<file path="config.mk">
export PLATFORM = sky130hd
export DESIGN_NAME = dma_io_device
export DESIGN_NICKNAME = d
export VERILOG_FILES = /design/src/rtl/dma_io_device.sv
export SDC_FILE = /design/constraint.sdc
export NUM_CORES = 1
export LEC_CHECK = 0
export CORE_MARGIN = 2
export CORE_UTILIZATION = 41
export DETAILED_ROUTE_END_ITERATION = 10
export HOLD_SLACK_MARGIN = 0.1
export PLACE_DENSITY = 0.64
export SLEW_MARGIN = 20
export SYNTH_ARGS = -nofsm -noshare
export SYNTH_HDL_FRONTEND = slang
export SYNTH_SLANG_ARGS = --single-unit
</file>
<file path="constraint.sdc">
create_clock -name CLK -period 4.1 [get_ports CLK]
set_input_delay 0.41 -clock CLK [delete_from_list [all_inputs] [get_ports CLK]]
set_output_delay 0.41 -clock CLK [all_outputs]
set_load 0.02 [all_outputs]
</file>
<file path="src/rtl/dma_io_device.sv">
// Peripheral endpoint of the 8237A DMA handshake: a shared byte FIFO, DREQ
// generation, strobe-edge commits for IOR/IOW, EOP termination and error flags.
module dma_io_device #(
    parameter int DATA_W = 8,
    parameter int DEPTH  = 16,
    parameter int THRESH = 1
) (
    input  logic              CLK,
    input  logic              RESET,
    input  logic              arm,
    input  logic              dir,
    input  logic              demand,
    output logic              DREQ,
    input  logic              DACK,
    input  logic              IOR_N,
    input  logic              IOW_N,
    input  logic              EOP_N,
    input  logic [DATA_W-1:0] DB_IN,
    output logic [DATA_W-1:0] DB_OUT,
    output logic              DB_OE,
    input  logic              wr_valid,
    input  logic [DATA_W-1:0] wr_data,
    output logic              wr_ready,
    output logic              rd_valid,
    output logic [DATA_W-1:0] rd_data,
    input  logic              rd_ready,
    output logic [15:0]       xfer_count,
    output logic              done,
    output logic              underrun,
    output logic              overrun
);

    localparam int AW = $clog2(DEPTH);
    localparam int CW = AW + 1;

    typedef enum logic [2:0] {IDLE, WAIT, REQ, ACTIVE, GAP} state_t;

    state_t              state;
    logic [DATA_W-1:0]   mem [DEPTH];
    logic [AW-1:0]       wptr, rptr;
    logic [CW-1:0]       count, count_nx;
    logic [DATA_W-1:0]   cap, push_data;
    logic                dir_q, demand_q, ior_low_q, iow_low_q;
    logic                empty, full, strobe_rise, commit, eop;
    logic                dma_push, dma_pop, loc_push, loc_pop, push, pop;
    logic                c_now, c_next;

    function automatic logic req_ok(input logic d, input logic [CW-1:0] cnt);
        if (d)
            return (DEPTH - int'(cnt)) >= THRESH;
        else
            return int'(cnt) >= THRESH;
    endfunction

    assign empty = (count == '0);
    assign full  = (count == CW'(DEPTH));

    // A commit is the rising edge of the active strobe while acknowledged.
    assign strobe_rise = dir_q ? (iow_low_q & IOW_N) : (ior_low_q & IOR_N);
    assign commit      = strobe_rise & DACK & (state != IDLE) & ~arm;
    assign eop         = ~EOP_N & DACK & (state != IDLE);

    assign loc_pop  = dir_q & ~empty & rd_ready;
    assign dma_pop  = commit & ~dir_q & ~empty;
    assign dma_push = commit & dir_q & (~full | loc_pop);
    assign wr_ready = ~dir_q & (~full | dma_pop);
    assign loc_push = ~dir_q & wr_valid & wr_ready;

    assign push      = dma_push | loc_push;
    assign pop       = dma_pop | loc_pop;
    assign push_data = dir_q ? cap : wr_data;
    assign count_nx  = count + CW'(push) - CW'(pop);

    assign c_now  = req_ok(dir_q, count);
    assign c_next = req_ok(dir_q, count_nx);

    assign DB_OE    = DACK & ~IOR_N & ~dir_q;
    assign DB_OUT   = (DB_OE && !empty) ? mem[rptr] : '0;
    assign rd_valid = dir_q & ~empty;
    assign rd_data  = rd_valid ? mem[rptr] : '0;

    always_ff @(posedge CLK) begin
        if (push)
            mem[wptr] <= push_data;
    end

    always_ff @(posedge CLK or negedge RESET) begin
        if (!RESET) begin
            wptr      <= '0;
            rptr      <= '0;
            count     <= '0;
            ior_low_q <= 1'b0;
            iow_low_q <= 1'b0;
            cap       <= '0;
        end else begin
            ior_low_q <= ~IOR_N;
            iow_low_q <= ~IOW_N;
            if (!IOW_N)
                cap <= DB_IN;
            if (push)
                wptr <= wptr + AW'(1);
            if (pop)
                rptr <= rptr + AW'(1);
            count <= count_nx;
        end
    end

    always_ff @(posedge CLK or negedge RESET) begin
        if (!RESET) begin
            state      <= IDLE;
            DREQ       <= 1'b0;
            done       <= 1'b0;
            dir_q      <= 1'b0;
            demand_q   <= 1'b0;
            xfer_count <= '0;
            underrun   <= 1'b0;
            overrun    <= 1'b0;
        end else begin
            done <= 1'b0;
            if (arm) begin
                state      <= WAIT;
                DREQ       <= 1'b0;
                dir_q      <= dir;
                demand_q   <= demand;
                xfer_count <= '0;
                underrun   <= 1'b0;
                overrun    <= 1'b0;
            end else begin
                if (dma_pop || dma_push)
                    xfer_count <= xfer_count + 16'd1;
                if (commit && !dir_q && empty)
                    underrun <= 1'b1;
                if (commit && dir_q && !dma_push)
                    overrun <= 1'b1;
                // Commit bookkeeping above still lands when EOP terminates.
                if (eop) begin
                    state <= IDLE;
                    DREQ  <= 1'b0;
                    done  <= 1'b1;
                end else begin
                    case (state)
                        IDLE: DREQ <= 1'b0;
                        WAIT: begin
                            if (c_now) begin
                                state <= REQ;
                                DREQ  <= 1'b1;
                            end
                        end
                        REQ: begin
                            if (DACK) begin
                                state <= ACTIVE;
                                DREQ  <= 1'b1;
                            end else if (!c_now) begin
                                state <= WAIT;
                                DREQ  <= 1'b0;
                            end
                        end
                        ACTIVE: begin
                            if (commit) begin
                                if (demand_q && c_next) begin
                                    DREQ <= 1'b1;
                                end else if (demand_q) begin
                                    state <= WAIT;
                                    DREQ  <= 1'b0;
                                end else begin
                                    state <= GAP;
                                    DREQ  <= 1'b0;
                                end
                            end else if (!DACK) begin
                                state <= c_now ? REQ : WAIT;
                                DREQ  <= c_now;
                            end
                        end
                        GAP: begin
                            // Re-evaluate directly so DREQ is low for exactly one cycle.
                            state <= c_now ? REQ : WAIT;
                            DREQ  <= c_now;
                        end
                        default: begin
                            state <= IDLE;
                            DREQ  <= 1'b0;
                        end
                    endcase
                end
            end
        end
    end

endmodule

</file>
==> results of run 1 <==
[power by group]
| part | switching (W) | internal (W) |
|---|---|---|
| Combinational | 0.000927 | 0.000944 |
| Sequential | 0.000232 | 0.00212 |
| Clock | 0.000668 | 0.000958 |
[sequential cells by signal, summed over array words and instances (netlist names)]
signal	cells
overrun	1
demand_q	1
underrun	1
state	3
DREQ	1
count	5
done	1
cap	8
iow_low_q	1
wptr	4
dir_q	1
ior_low_q	1
rptr	4
mem	128
xfer_count	16
[cell type report]
type,instances,area (µm²),share of cell area [%]
sequential,176,5046,52.82
timing repair buffer,89,843.3,8.827
multi-input combinational,272,2701,28.27
clock buffer,18,429.2,4.492
tap,234,292.8,3.064
inverter,22,82.58,0.8643
clock inverter,12,158.9,1.663
[how the worst max path moves through the flow]
stage,end,slack (ns),cells past startpoint
final,state[0],0.21,18
after global routing,state[0],0.001,18
after CTS,state[0],0.01,18
after detailed placement,state[0],-0.15,18
after global placement,state[0],0.11,18
after floorplan,state[0],0.08,20
[cells by family (layout without fill, tap and decap cells)]
| kind of cell | after synthesis | in the layout | synth area share (%) |
|---|---|---|---|
| buffers and inverters | 45 | 141 | 2.432 |
| muxes | 60 | 60 | 14.29 |
| adders and majority gates | 20 | 20 | 3.275 |
| and+or+nand+nor | 129 | 129 | 9.777 |
| DFF | 176 | 176 | 64.10 |
| xor gates and xnor gates | 21 | 21 | 2.337 |
| AOI/OAI and AO/OA | 42 | 42 | 3.784 |
[placed cells by master, fill, tap and decap left out, types with 4 or more instances in the layout]
master,netlist,final
a21oi_1,12,10
and2_1,22,22
and3_1,11,11
buf_4,2,23
clkbuf_16,0,17
clkdlybuf4s50_1,0,64
dfrtp_1,48,47
edfxtp_1,128,128
ha_1,19,16
inv_1,22,21
mux2_2,18,18
mux4_2,40,40
nand2_1,18,18
nand2b_1,8,8
nand3_1,6,6
nand4_1,4,4
nor2_1,25,25
nor3b_1,8,7
nor4b_2,1,5
o21ai_0,10,9
or3_1,5,5
xnor2_1,13,12
xor2_1,8,8
[through the flow]
stage	area, µm²	worst slack (ns)
final	9554	0.2078
after global routing	9554	0.001203
after CTS	9507	0.01118
after detailed placement	8884	-0.1470
after global placement	8881	0.1092
after floorplan	7871	0.08252
[repair_timing]
action,4_1_cts,5_1_grt
buffers inserted,1,3
pin swaps,1,6
hold endpoints to repair,48,0
resized for setup,4,8
setup endpoints to repair,3,3
hold buffers,1,0
[metal layers]
metal | routed length [µm] | vias to the layer above | GRT usage, % | part of all wire (%)
li1 | - | 2046 | - | -
met1 | 7519 | 2301 | 23.89 | 45
met2 | 7975 | 118 | 27.40 | 48
met3 | 868 | 17 | 4.341 | 5.2
met4 | 235 | 0 | 5.524 | 1.4
met5 | 0 | - | 0 | 0
==> qor.csv, run 1 <==
stage,metric,value,unit
power_and_ir_drop,Max IR drop VDD,0.0003451,V
timing,Slew @ Worst Pin,0.7924,ns
global_routing,antenna violations before repair,0,
place,Port Buffers,65,
setup_path,RR Startpoint,count[2],
setup_path,Reg2Reg Depth,18,
setup_path,Startpoint Class,flip-flop,
finish,"Cell Count, Final, Fillers Out",823,
place,placed cell count,788,
yosys,post-synthesis async set-or-reset flop share,27.27,%
detailed_routing,ANT nets after route,0,
detailed_routing,drt first pass iters,4,
worst_hold_path,HP Class,reg2reg,
floorplan,Chip Height,142.5,µm
global_routing,vias in the first global route,4563,
setup_path,CP cell instances,"inv_2, ha_2, nor3b_4, ha_2, o21ai_1, o2bb2ai_1, a21oi_2, ha_1, inv_1, ha_1, inv_1, fa_2, o21bai_1, a21oi_2, xnor2_2, a311o_1, o221ai_2, mux2_1",
timing,Final Max Slew Viols,0,
global_routing,first-pass GRT wire length,26.05,mm
detailed_routing,via-per-instance ratio,5.446,
detailed_routing,vias,4482,
yosys,Yosys top cell by area,edfxtp_1,
run,max cap viols,0,
floorplan,Top Ports,66,
detailed_routing,initial DRC count,333,
setup_path,crit path buf inv count,3,
clock_network,CTS Root Cell,clkbuf_16,
setup_path,Crit. Startpoint,count[2],
timing,Tcrit/Tclk final,94.93,%
finish,final design utilization,50.91,%
yosys,"EDFF count, synth",128,
finish,Fill cells,1550,
yosys,Syn. warnings,0,
clock_network,CTS tree,built,
global_routing,Tot GR Track Use,17.39,%
finish,area delta synth->final,21.40,%
worst_hold_path,Hold Path End,state[2],
yosys,mapped cell area,0.007870,mm²
global_routing,gr ovfl total,0,
timing,final setup TNS,0,ns
status,run status,finished clean,
setup_path,Worst path slowest cell,dfrtp_1,
finish,n_diodes,0,
yosys,Synth Instances,493,
detailed_routing,DR WL/cell,20.17,µm
clock_network,clk_lat worst skew,0.42,ns
yosys,Post-synth top cells,"edfxtp_1, dfrtp_1, mux4_2",
finish,layout cells sized above 1,22.58,%
yosys,Synth Flop Type,edfxtp_1,
yosys,Yosys top cell area share,48.84,%
setup_path,CP top delay family,compound AO/OA/AOI/OAI gates,
clock_network,H-tree depth,4,
floorplan,initial core utilization,41.93,%
floorplan,core area,0.01877,mm²
yosys,Mapped Nets,540,
floorplan,Die Wd,142.5,µm
clock_network,Clock Path Buffers,2,
detailed_routing,total wire length,16.60,mm
timing,final hold vios,0,
setup_path,worst stage delay on the critical path,0.41,ns
timing,Setup Skew,0.007017,ns
place,hpwl dp,11.21,mm
finish,Nets,625,
setup_path,Worst Setup End Kind,flip-flop,
yosys,ranking of synthesized cells by area,"edfxtp_1, dfrtp_1, mux4_2",
floorplan,DIE AREA,0.02032,mm²
power_and_ir_drop,Pleak,3.433,nW
setup_path,WS Path Type,reg2reg,
yosys,Yosys reg bits,176,
timing,minimum clock period,3.892,ns
detailed_routing,DRC,0,
setup_path,Reg2Reg Setup Slack,0.21,ns
setup_path,Worst Path Required,4.40,ns
power_and_ir_drop,Total Power,0.005851,W
place,Final GP Congestion,0.8356,
yosys,Mean Syn Cell Area,15.96,µm²
clock_network,TritonCTS Buffers,17,
yosys,most common cell in the synthesized netlist,edfxtp_1,
timing,headroom to the max-slew limit,46.98,%
setup_path,CP arrival,4.20,ns
setup_path,Reg-to-Reg End,state[0],
clock_network,"Clk pin slew, worst setup/hold paths",0.06,ns
timing,RSZ-0062 raised after global routing,false,
timing,FMAX,256.9,MHz
timing,Fin Hold WS,0.4435,ns
yosys,"Seq/Total Area, Yosys",64.10,%
clock_network,# clock sinks,176,
global_routing,largest net degree at the start of global routing,49,
worst_hold_path,min-delay src,demand_q,
floorplan,Rows,50,
worst_hold_path,hold path depth,1,
setup_path,CP Max Fanout,4,
yosys,"Distinct cells, synth",58,
timing,# setup viols final,0,
power_and_ir_drop,Pwr Density,612.5,mW/mm²
Note: power is estimated with default switching activity, not from simulation.
==> run 2: changes to the inputs <==
Settings changed: CTS_BUF_LIST set to sky130_fd_sc_hd__clkbuf_4, DONT_BUFFER_PORTS set to 1, PLACE_DENSITY 0.64 to 0.59.
==> run 2 against run 1 <==
Wire length down 2.8%. Total power down 16%. Clock-buffer cell count up 1. Clock power down 46%. Largest cell class unchanged. Sequential share of layout area up 5.1 points. Final area down 8.9%. Register-to-register slack about the same. Flip-flop and latch count unchanged. Utilization down 4.5 points.
==> qor.csv, run 2 (synthesized netlist as in run 1, its figures left out) <==
stage,metric,value,unit
detailed_routing,DR WL/cell,20.79,µm
timing,Final Max Slew Viols,0,
status,run status,finished clean,
detailed_routing,ANT nets after route,0,
detailed_routing,total wire length,16.14,mm
power_and_ir_drop,Max IR drop VDD,0.0002615,V
timing,Slew @ Worst Pin,0.8999,ns
setup_path,Stages on worst setup path,18,
timing,"Worst Setup Slack, final",0.2062,ns
setup_path,Worst Setup End Kind,flip-flop,
timing,Setup Skew,0.02008,ns
global_routing,gr ovfl total,0,
setup_path,CP arrival,4.34,ns
detailed_routing,drt first pass iters,5,
setup_path,Reg2Reg Depth,18,
finish,most frequent cells in the layout,"edfxtp_1, dfrtp_1, mux4_2",
worst_hold_path,hold path depth,2,
floorplan,core area,0.01877,mm²
run,max cap viols,0,
floorplan,Chip Height,142.5,µm
timing,FMAX,256.8,MHz
clock_network,H-tree depth,4,
finish,Top Registers,"mem x128, xfer_count x16, cap x8",
detailed_routing,initial DRC count,216,
floorplan,Die Wd,142.5,µm
power_and_ir_drop,Total Power,0.004900,W
floorplan,Rows,50,
setup_path,Worst path slowest cell,dfrtp_1,
finish,Largest register FFs,128,
detailed_routing,vias,4308,
worst_hold_path,HP Class,in2reg,
setup_path,crit path buf inv count,3,
setup_path,Startpoint Class,flip-flop,
clock_network,CTS Root Cell,clkbuf_4,
global_routing,vias in the first global route,4395,
finish,largest reg by FF count,mem,
setup_path,Worst Path Required,4.55,ns
global_routing,largest net degree at the start of global routing,49,
floorplan,DIE AREA,0.02032,mm²
clock_network,Clock Path Buffers,2,
timing,headroom to the max-slew limit,40.00,%
timing,final setup TNS,0,ns
setup_path,CP dominant cell by count,ha_1,
power_and_ir_drop,Pleak,3.115,nW
clock_network,CTS tree,built,
clock_network,"Clk pin slew, worst setup/hold paths",0.13,ns
power_and_ir_drop,Pwr Density,562.7,mW/mm²
detailed_routing,DRC,0,
timing,# setup viols final,0,
timing,Fin Hold WS,0.1680,ns
floorplan,initial core utilization,41.93,%
global_routing,Tot GR Track Use,17.01,%
setup_path,CP top delay family,compound AO/OA/AOI/OAI gates,
timing,minimum clock period,3.894,ns
finish,layout cells sized above 1,23.48,%
clock_network,# clock sinks,176,
timing,Tcrit/Tclk final,94.97,%
place,hpwl dp,10.79,mm
clock_network,clk_lat worst skew,0.57,ns
global_routing,antenna violations before repair,1,
place,Port Buffers,0,
place,Setup WS pre-CTS,0.01476,ns
timing,final hold vios,0,
setup_path,worst stage delay on the critical path,0.43,ns
finish,Nets,575,
place,Final GP Congestion,0.8514,
detailed_routing,via-per-instance ratio,5.552,
finish,area delta synth->final,10.65,%
timing,RSZ-0062 raised after global routing,false,
finish,"most common cell after layout, fill and taps aside",edfxtp_1,
global_routing,first-pass GRT wire length,25.41,mm
setup_path,CP cell instances,"inv_2, ha_1, nor3b_4, ha_2, o21ai_1, o2bb2ai_1, a21oi_1, ha_1, inv_1, ha_1, inv_1, fa_1, o21bai_1, a21oi_1, xnor2_1, a311o_1, o221ai_2, mux2_1",
setup_path,WS Path Type,reg2reg,
clock_network,TritonCTS Buffers,17,
setup_path,CP Max Fanout,4,
floorplan,Top Ports,66,
-- run 2: worst paths after layout --
check | startpoint | to | slack [ns]
setup / recovery | count[2] | state[0] | 0.21
hold / removal | arm | state[0] | 0.17
setup reg to reg | count[2] | state[0] | 0.21
hold reg to reg | demand_q | state[2] | 0.46
max in group asynchronous | RESET | rptr[0] | 3.50
min in group asynchronous | RESET | xfer_count[15] | 0.37
-- run 2: report_power, final --
| group | internal, W | switching (W) |
|---|---|---|
| combinational | 0.000810 | 0.000852 |
| clock | 0.000266 | 0.000615 |
| sequential | 0.00212 | 0.000240 |
-- run 2: stage by stage --
stage               instances  area (µm²)  utilization, %
finish                    776        8708           46.40
global route              776        8708           46.40
CTS                       772        8668           46.19
detailed placement        723        8223           43.81
global placement          723        8223           43.81
floorplan                 493        7871               -
-- run 2: worst register-to-register path, stage by stage (launching register included) --
cell and delay [ns]:
dfrtp_1 0.43, inv_2 0.10, ha_1 0.17, nor3b_4 0.22, ha_2 0.22, o21ai_1 0.09
o2bb2ai_1 0.13, a21oi_1 0.17, ha_1 0.25, inv_1 0.06, ha_1 0.15, inv_1 0.05
fa_1 0.40, o21bai_1 0.14, a21oi_1 0.13, xnor2_1 0.16, a311o_1 0.41, o221ai_2 0.17
mux2_1 0.33
-- run 2: metal layers --
layer  track usage [%]  vias to the layer above  part of all wire, %
met3             4.240                        9                  4.9
met4             5.263                        0                  1.0
met1             23.92                     2239                   46
met2             26.29                      113                   48
li1                  -                     1947                    -
met5                 0                        -                    0
-- run 2: cell type report --
type	count	area [µm²]
timing repair buffer	39	355.3
antenna	1	2.502
inverter	22	82.58
fill	1629	10060
multi-input combinational	272	2679
tap	234	292.8
sequential	176	5046
clock inverter	13	107.6
clock buffer	19	142.6
-- run 2: what timing repair did --
item	in CTS	in global routing
gates resized for setup	2	5
hold buffers	17	0
buffers inserted	0	3
pin swaps	0	3
setup endpoints to repair	1	3
endpoints found under the hold margin	83	0
